$ cat config.mk
export PLATFORM = sky130hd
export DESIGN_NAME = ll_rlp_arb
export DESIGN_NICKNAME = d
export VERILOG_FILES = /design/src/rtl/ll_rlp_arb.sv
export SDC_FILE = /design/constraint.sdc
export NUM_CORES = 1
export LEC_CHECK = 0
export CAP_MARGIN = 20
export CORE_UTILIZATION = 53
export CTS_CLUSTER_DIAMETER = 200
export DETAILED_ROUTE_END_ITERATION = 10
export DONT_BUFFER_PORTS = 1
export PLACE_DENSITY_LB_ADDON = 0.08
export SETUP_SLACK_MARGIN = 0.3
export SYNTH_ARGS = -nofsm -noshare
export SYNTH_HDL_FRONTEND = slang
export SYNTH_SLANG_ARGS = --single-unit
$ cat constraint.sdc
create_clock -name clk -period 6.55 [get_ports clk]
set_input_delay 0.9825 -clock clk [delete_from_list [all_inputs] [get_ports clk]]
set_output_delay 0.9825 -clock clk [all_outputs]
set_load 0.1 [all_outputs]
$ cat src/rtl/ll_rlp_arb.sv
// Round-robin arbiter sharing the link list manager's rlp/rlpr interfaces among write ports.
// Optional LLRLP_ARB_REGOUT_EN drives rlp from a 2-entry skid register instead of combinationally.
module ll_rlp_arb #(
   parameter int unsigned lpsz      = 8,
   parameter int unsigned lpdsz     = lpsz + 1,
   parameter int unsigned ports     = 4,
   parameter int unsigned tag_depth = 8
) (
   input  logic                            clk,
   input  logic                            reset,
   input  logic [ports-1:0]                req_srdy,
   output logic [ports-1:0]                req_drdy,
   input  logic [ports*lpsz-1:0]           req_page,
   output logic [ports-1:0]                rsp_srdy,
   input  logic [ports-1:0]                rsp_drdy,
   output logic [lpdsz-1:0]                rsp_data,
   output logic                            rlp_srdy,
   input  logic                            rlp_drdy,
   output logic [lpsz-1:0]                 rlp_rd_page,
   input  logic                            rlpr_srdy,
   output logic                            rlpr_drdy,
   input  logic [lpdsz-1:0]                rlpr_data,
   output logic [$clog2(tag_depth+1)-1:0]  outstanding,
   output logic                            err_orphan
);

   localparam int unsigned PW = (ports > 1) ? $clog2(ports) : 1;
   localparam int unsigned AW = $clog2(tag_depth);
   localparam int unsigned CW = $clog2(tag_depth + 1);

   logic [PW-1:0]   r_ptr;
   logic [PW-1:0]   w_gnt;
   logic [PW-1:0]   w_idx;
   logic            w_any;
   logic [lpsz-1:0] w_page;
   logic            w_rdy;
   logic            w_accept;
   logic            w_pop;
   logic            w_full;
   logic            w_empty;
   logic [PW-1:0]   w_head;
   logic [PW-1:0]   r_tag [tag_depth];
   logic [AW-1:0]   r_wp;
   logic [AW-1:0]   r_rp;
   logic [CW-1:0]   r_cnt;
   logic            r_err;

   assign w_full  = (r_cnt == CW'(tag_depth));
   assign w_empty = (r_cnt == '0);
   assign w_head  = r_tag[r_rp];

   // first requesting port at or above the priority pointer, wrapping
   always_comb begin
      w_gnt = r_ptr;
      w_any = 1'b0;
      w_idx = '0;
      for (int unsigned k = 0; k < ports; k++) begin
         w_idx = PW'((32'(r_ptr) + k) % ports);
         if (!w_any && req_srdy[w_idx]) begin
            w_any = 1'b1;
            w_gnt = w_idx;
         end
      end
   end

   assign w_page   = req_page[32'(w_gnt)*lpsz +: lpsz];
   assign w_accept = w_any & w_rdy;

`ifdef LLRLP_ARB_REGOUT_EN
   logic            r_out_vld;
   logic [lpsz-1:0] r_out_page;
   logic            r_hold_vld;
   logic [lpsz-1:0] r_hold_page;
   logic            w_out_free;

   // skid accepts only while the hold slot is empty, so the ready never looks at rlp_drdy
   assign w_rdy       = !w_full & !r_hold_vld & !reset;
   assign w_out_free  = !r_out_vld | rlp_drdy;
   assign rlp_srdy    = r_out_vld & !reset;
   assign rlp_rd_page = r_out_page;

   always_ff @(posedge clk) begin
      if (reset) begin
         r_out_vld  <= 1'b0;
         r_hold_vld <= 1'b0;
      end else if (w_out_free) begin
         if (r_hold_vld) begin
            r_out_vld   <= 1'b1;
            r_out_page  <= r_hold_page;
            r_hold_vld  <= w_accept;
            r_hold_page <= w_page;
         end else begin
            r_out_vld  <= w_accept;
            r_out_page <= w_page;
         end
      end else if (w_accept) begin
         r_hold_vld  <= 1'b1;
         r_hold_page <= w_page;
      end
   end
`else
   assign w_rdy       = rlp_drdy & !w_full & !reset;
   assign rlp_srdy    = w_any & !w_full & !reset;
   assign rlp_rd_page = w_page;
`endif

   always_comb begin
      req_drdy        = '0;
      req_drdy[w_gnt] = w_accept;
   end

   // responses return in request order; the FIFO head names the destination port
   always_comb begin
      rsp_srdy = '0;
      if (!w_empty && !reset) rsp_srdy[w_head] = rlpr_srdy;
   end

   assign rlpr_drdy   = rsp_drdy[w_head] & !w_empty & !reset;
   assign rsp_data    = rlpr_data;
   assign w_pop       = rlpr_srdy & rlpr_drdy;
   assign outstanding = r_cnt;
   assign err_orphan  = r_err;

   always_ff @(posedge clk) begin
      if (w_accept) r_tag[r_wp] <= w_gnt;
   end

   always_ff @(posedge clk) begin
      if (reset) begin
         r_ptr <= '0;
         r_wp  <= '0;
         r_rp  <= '0;
         r_cnt <= '0;
         r_err <= 1'b0;
      end else begin
         if (w_accept) begin
            r_wp  <= r_wp + 1'b1;
            r_ptr <= PW'((32'(w_gnt) + 1) % ports);
         end
         if (w_pop) r_rp <= r_rp + 1'b1;
         case ({w_accept, w_pop})
            2'b10:   r_cnt <= r_cnt + 1'b1;
            2'b01:   r_cnt <= r_cnt - 1'b1;
            default: r_cnt <= r_cnt;
         endcase
         if (rlpr_srdy && w_empty) r_err <= 1'b1;
      end
   end

endmodule
# Word level (Yosys, flattened, before mapping)
# Memories as Yosys holds them, arrays and structs flattened. A register that Yosys moved wholly into a read port is not among the register bits.
# Cells that the tools add are included.
# W data, S select, Z words.
[classes]
n_addsub = 8
order_cmp = 8
n_eq_ne = 3
shifts = 1
muxes = 27
bitwise = 10
n_reduce_logical = 15
[op_table]
columns = ["cell", "n"]
rows = [
  ["$shiftx A32 B6 Y8", 1],
  ["$lt A2 B3 Y1 const B", 6],
  ["$mux W1", 13],
  ["$bmux W1 S2", 5],
  ["$and A1 B1 Y1", 8],
  ["$and A4 B4 Y4", 2],
  ["$pmux W4 S2", 1],
  ["$logic_and A1 B1 Y1", 7],
  ["$add A3 B1 Y3 const B", 2],
  ["$logic_not A1 Y1", 6],
  ["$mux W2", 3],
  ["$mux W3", 2],
  ["$add A2 B1 Y2 const B", 2],
  ["$add A2 B2 Y2 const B", 2],
  ["$add A4 B1 Y4 const B", 1],
  ["$demux W1 S2", 2],
  ["$eq A4 B4 Y1 const B", 1],
  ["$ge A2 B1 Y1 const B", 2],
  ["$logic_not A4 Y1", 1],
  ["$mux W4", 1],
  ["$sub A4 B1 Y4 const B", 1],
  ["$eq A2 B1 Y1 const B", 1],
  ["$eq A2 B2 Y1 const B", 1],
  ["$reduce_bool A2 Y1", 1],
]
[word_totals]
reg_bits = 13
ramBits = 16
input_bits = 53
out_inout_bits = 32
elab_cells = 78
mem_count = 1
[mem_list]
columns = ["name", "depth", "word_bits", "read_ports", "rd_clocked_by_memory_dff", "write_ports", "line", "rtl"]
rows = [
  ["r_tag", 8, 2, 1, 1, 1, "42", "logic [PW-1:0] r_tag [tag_depth];"],
]

# Depth between registers and ports, before layout
[logic_depth]
depth_word = 17
ltp_mapped = 13
depth_no_buf = 12

# Worst setup path after synthesis
# Ideal clock, no wire load.
[synth_timing]
path_kind = "in2out"
from = "input port req_srdy[0]"
to = "output port rlp_rd_page[0]"
arrival_ns = 3.664
required_ns = 5.568
path_slack_ns = 1.904
stages = 5
path_buffers = 1
path_cell_list = "nor2b_1 o21ai_0 o221a_2 clkbuf_1 mux2i_1"
[synth_via]
elab_chain_len = 13
word_cells_on_any_way = 21
classes_between = "1 x shift; 14 x mux; 6 x reduce/logical"
[synth_rtl]
columns = ["item", "line", "rtl"]
rows = [
  ["start: declaration", "11", "input logic [ports-1:0] req_srdy,"],
  ["$bmux W1 S2", "59", "if (!w_any && req_srdy[w_idx]) begin"],
  ["$mux W1 (not written as such)", "59", ""],
  ["$mux W1", "59", ""],
  ["$logic_not A1 Y1", "59", ""],
  ["$logic_and A1 B1 Y1", "59", ""],
  ["$mux W1", "59", ""],
  ["$logic_not A1 Y1", "59", ""],
  ["$logic_and A1 B1 Y1", "59", ""],
  ["$mux W1", "59", ""],
  ["$logic_not A1 Y1", "59", ""],
  ["$logic_and A1 B1 Y1", "59", ""],
  ["$mux W2 *", "59", ""],
  ["named net w_gnt[0]", "32", "logic [PW-1:0] w_gnt;"],
  ["$shiftx A32 B6 Y8 *", "66", "assign w_page = req_page[32'(w_gnt)*lpsz +: lpsz];"],
  ["end: declaration", "19", "output logic [lpsz-1:0] rlp_rd_page,"],
]
# Mark *: on every way through the listed nets, which the timed path passes. The rest lies on a longest branch. The select of a mux whose other input is x is not followed.

# Final worst setup path
[layout_timing]
from = "register r_cnt[0] (netlist: outstanding[0])"
to = "output port rsp_srdy[2]"
[layout_via]
elab_chain_len = 4
[layout_rtl]
columns = ["item", "line", "rtl"]
rows = [
  ["start: declaration", "45", "logic [CW-1:0] r_cnt;"],
  ["start signal: assignment", "142", "2'b10: r_cnt <= r_cnt + 1'b1;"],
  ["start signal: assignment", "143", "2'b01: r_cnt <= r_cnt - 1'b1;"],
  ["start signal: assignment", "144", "default: r_cnt <= r_cnt;"],
  ["$logic_not A4 Y1", "49", "assign w_empty = (r_cnt == '0);"],
  ["$logic_not A1 Y1", "115", "if (!w_empty && !reset) rsp_srdy[w_head] = rlpr_srdy;"],
  ["$logic_and A1 B1 Y1", "115", ""],
  ["$mux W4", "115", ""],
  ["end: declaration", "14", "output logic [ports-1:0] rsp_srdy,"],
]
# No other way between the ends.

==> results_dict.tcl <==
set metrics [dict create \
    crit_type "reg -> out" \
    ys_seq_area_share_pct 40.4 \
    grt_usage_pct 19.7 \
    crit_path_max_fanout 7 \
    endpoint "rsp_srdy[2]" \
    required_ps 5570 \
    dr.pass1.iters 4 \
    max-clock-path-buffers 2 \
    cts_root_buf "clkbuf_8" \
    place_ws_ps 2380 \
    cellPowerDensity_nw_per_um2 267 \
    core_area_um2 3470 \
    die_height_um 63.2 \
    cts_buffers 5 \
    antenna_found_initial 0 \
    fin_crit_sh_pct 67.8 \
    h-tree-depth 2 \
    port_buffers 0 \
    setup_viol 0 \
    syn_area_um2 1980 \
    tritoncts "yes" \
    synthesis.nets 246 \
    drv_cap 0 \
    ys_ff_latch 32 \
    fin_worst_skew_ps 6.31 \
    synth_top_cell_area_share_pct 24.2 \
    rows 21 \
    dpl.hpwl_um 2780 \
    grt_overflow 0 \
    slowest_delay_ps 1070 \
    place.gp.congestion 0.748 \
    vias 1300 \
    via_per_inst 5.60 \
    areaGrowthSynthToFinish_pct 10.4 \
    wl_um 3590 \
    crit_path_start "outstanding[0]" \
    slew_viol_final 0 \
    start_kind "register" \
    synth_cell_type_count 40 \
    wire_per_inst_um 15.5 \
    ys_top_cells_by_area "edfxtp_1, dfxtp_1, mux2i_1" \
    clock-sinks 32 \
    rr_startpoint "outstanding[0]" \
    dieArea_um2 3990 \
    post_cts_resized 0 \
    cp_slowest_cell "dfxtp_1" \
    drc_errors 0 \
    hold_buffers 0 \
    yosysWarningCount 0 \
    start_util_pct 57.1 \
    finalWorstSetupSlack_ps 2110 \
    rsz0062_at_grt "false" \
    grt_pass1_vias 1356 \
    cts_setup_buffers 0 \
    period_needed_ps 4440 \
    ios 85 \
    antenna_left 0 \
    synthCells 184 \
    status "finished clean" \
    diodes 0 \
    crit_path_end_kind "output pin" \
    layout-drive-gt1-share_pct 23.7 \
    clkLatencyLatePin_ps 280 \
    reg2regPathDepth 11 \
    fin_nets 247 \
    grt_pass1_wl_um 6050 \
    worst_pin_slew_ps 1170 \
    p_leak_nw 0.836 \
    dr.first_iter.drc_count 36 \
    worstHoldPathType "reg -> reg" \
    synth_area_leader_cell "edfxtp_1" \
    grt_max_degree 28 \
    critPathArrivalTime_ps 3460 \
    timing.rr.end "outstanding[2]" \
    crit_chain "nor4_1 -> nor3b_1 -> nand2b_1 -> nor2b_2" \
    finalHoldViolCount 0 \
    ir_worst_vdd_v 0.000160 \
    clkTransAtPathRegs_ps 60 \
    synth.avg_cell_area_um2 10.8 \
    fmax_mhz 225 \
    finalSetupTns_ps 0 \
    reg2reg_slack_ps 2860 \
    relSlewSlack_pct 22.1 \
    chipWidth_um 63.2 \
]
==> synthesized netlist by cell type, drive strengths merged <==
cell type / instances
a2111oi: 1
a211oi: 2
a21oi: 8
and2: 4
and3: 1
and3b: 1
buf: 14
clkbuf: 3
dfxtp: 16
edfxtp: 16
ha: 9
inv: 6
mux2: 5
mux2i: 28
mux4: 4
nand2: 10
nand2b: 7
nand3: 1
nand3b: 2
nand4b: 1
nor2: 16
nor2b: 5
nor3: 3
nor3b: 3
nor4: 2
o21ai: 6
o221a: 1
o31ai: 2
or3: 1
xnor2: 2
xor2: 4
==> worst min-delay path by stage <==
stage | startpoint | depth (start not counted) | to | slack (ps)
after floorplan | r_rp[2] | 1 | register | 430
after global placement | r_rp[2] | 1 | register | 440
after detailed placement | r_rp[2] | 1 | register | 460
after CTS | r_rp[2] | 1 | register | 470
after global routing | r_rp[2] | 1 | r_rp[2] | 500
final | r_rp[2] | 1 | register | 460
==> area by class of cell <==
cell class	instances	area, µm²
multi-input combinational	129	1120
sequential	32	801
fill	298	1280
inverter	6	25.0
timing repair buffer	11	82.6
tap	46	57.6
clock buffer	8	100
==> report_power, final <==
part,total (W),switching [W],internal [W]
logic,0.000184,0.000132,0.0000523
registers,0.000238,0.0000197,0.000219
clock network,0.000163,0.0000672,0.0000958
total,0.000585,0.000219,0.000367
==> state kept, by name, summed over array words and instances, names as in the netlist, named ones only <==
signal / count
r_wp: 3
outstanding: 4
r_tag: 16
r_ptr: 2
err_orphan: 1
r_rp: 3
==> metal layers <==
layer	global-route usage (%)	share of wire (%)	vias up
met5	0	0	-
met2	35.1	51	53
met1	21.6	41	592
met4	7.85	1.7	0
li1	-	-	645
met3	5.98	6.3	10
==> cells in the final DEF (no fill, tap or decap), drive strengths merged, types with 4 or more instances in the layout <==
cell / Yosys / routed
buf: 14 / 11
inv: 6 / 6
and2: 4 / 4
nor2b: 5 / 5
ha: 9 / 9
nor2: 16 / 16
edfxtp: 16 / 16
xor2: 4 / 4
o21ai: 6 / 6
mux2i: 28 / 28
nand2b: 7 / 7
a21oi: 8 / 8
mux4: 4 / 4
mux2: 5 / 5
nand2: 10 / 10
clkbuf: 3 / 8
dfxtp: 16 / 16
==> critical path, delay by kind of cell, from the launching register on <==
kind          cells  cell delay (ps)
simple gates      4             2110
flops             1             1070
==> logic make-up (layout without fill, tap and decap cells) <==
group	after synthesis	in the layout	share of synthesized area, %
flops	32	32	40.4
buf+inv	23	25	6.82
mux	37	37	22.5
xor+xnor	6	6	2.65
compound gates	20	20	6.25
fa+ha+maj	9	9	5.68
simple gates	57	57	15.7
==> per-stage QoR <==
step                      power (W)  cell area (µm²)  instances  util (%)  hold slack (ps)
after global placement     0.000424             2090        224      60.2              440
after floorplan            0.000417             1980        184         -              428
after global routing       0.000611             2190        232      63.1              502
final                      0.000585             2190        232      63.1              464
after detailed placement   0.000427             2090        224      60.2              460
after CTS                  0.000591             2190        232      63.1              469
No activity file was read; power rests on OpenSTA's default activity.
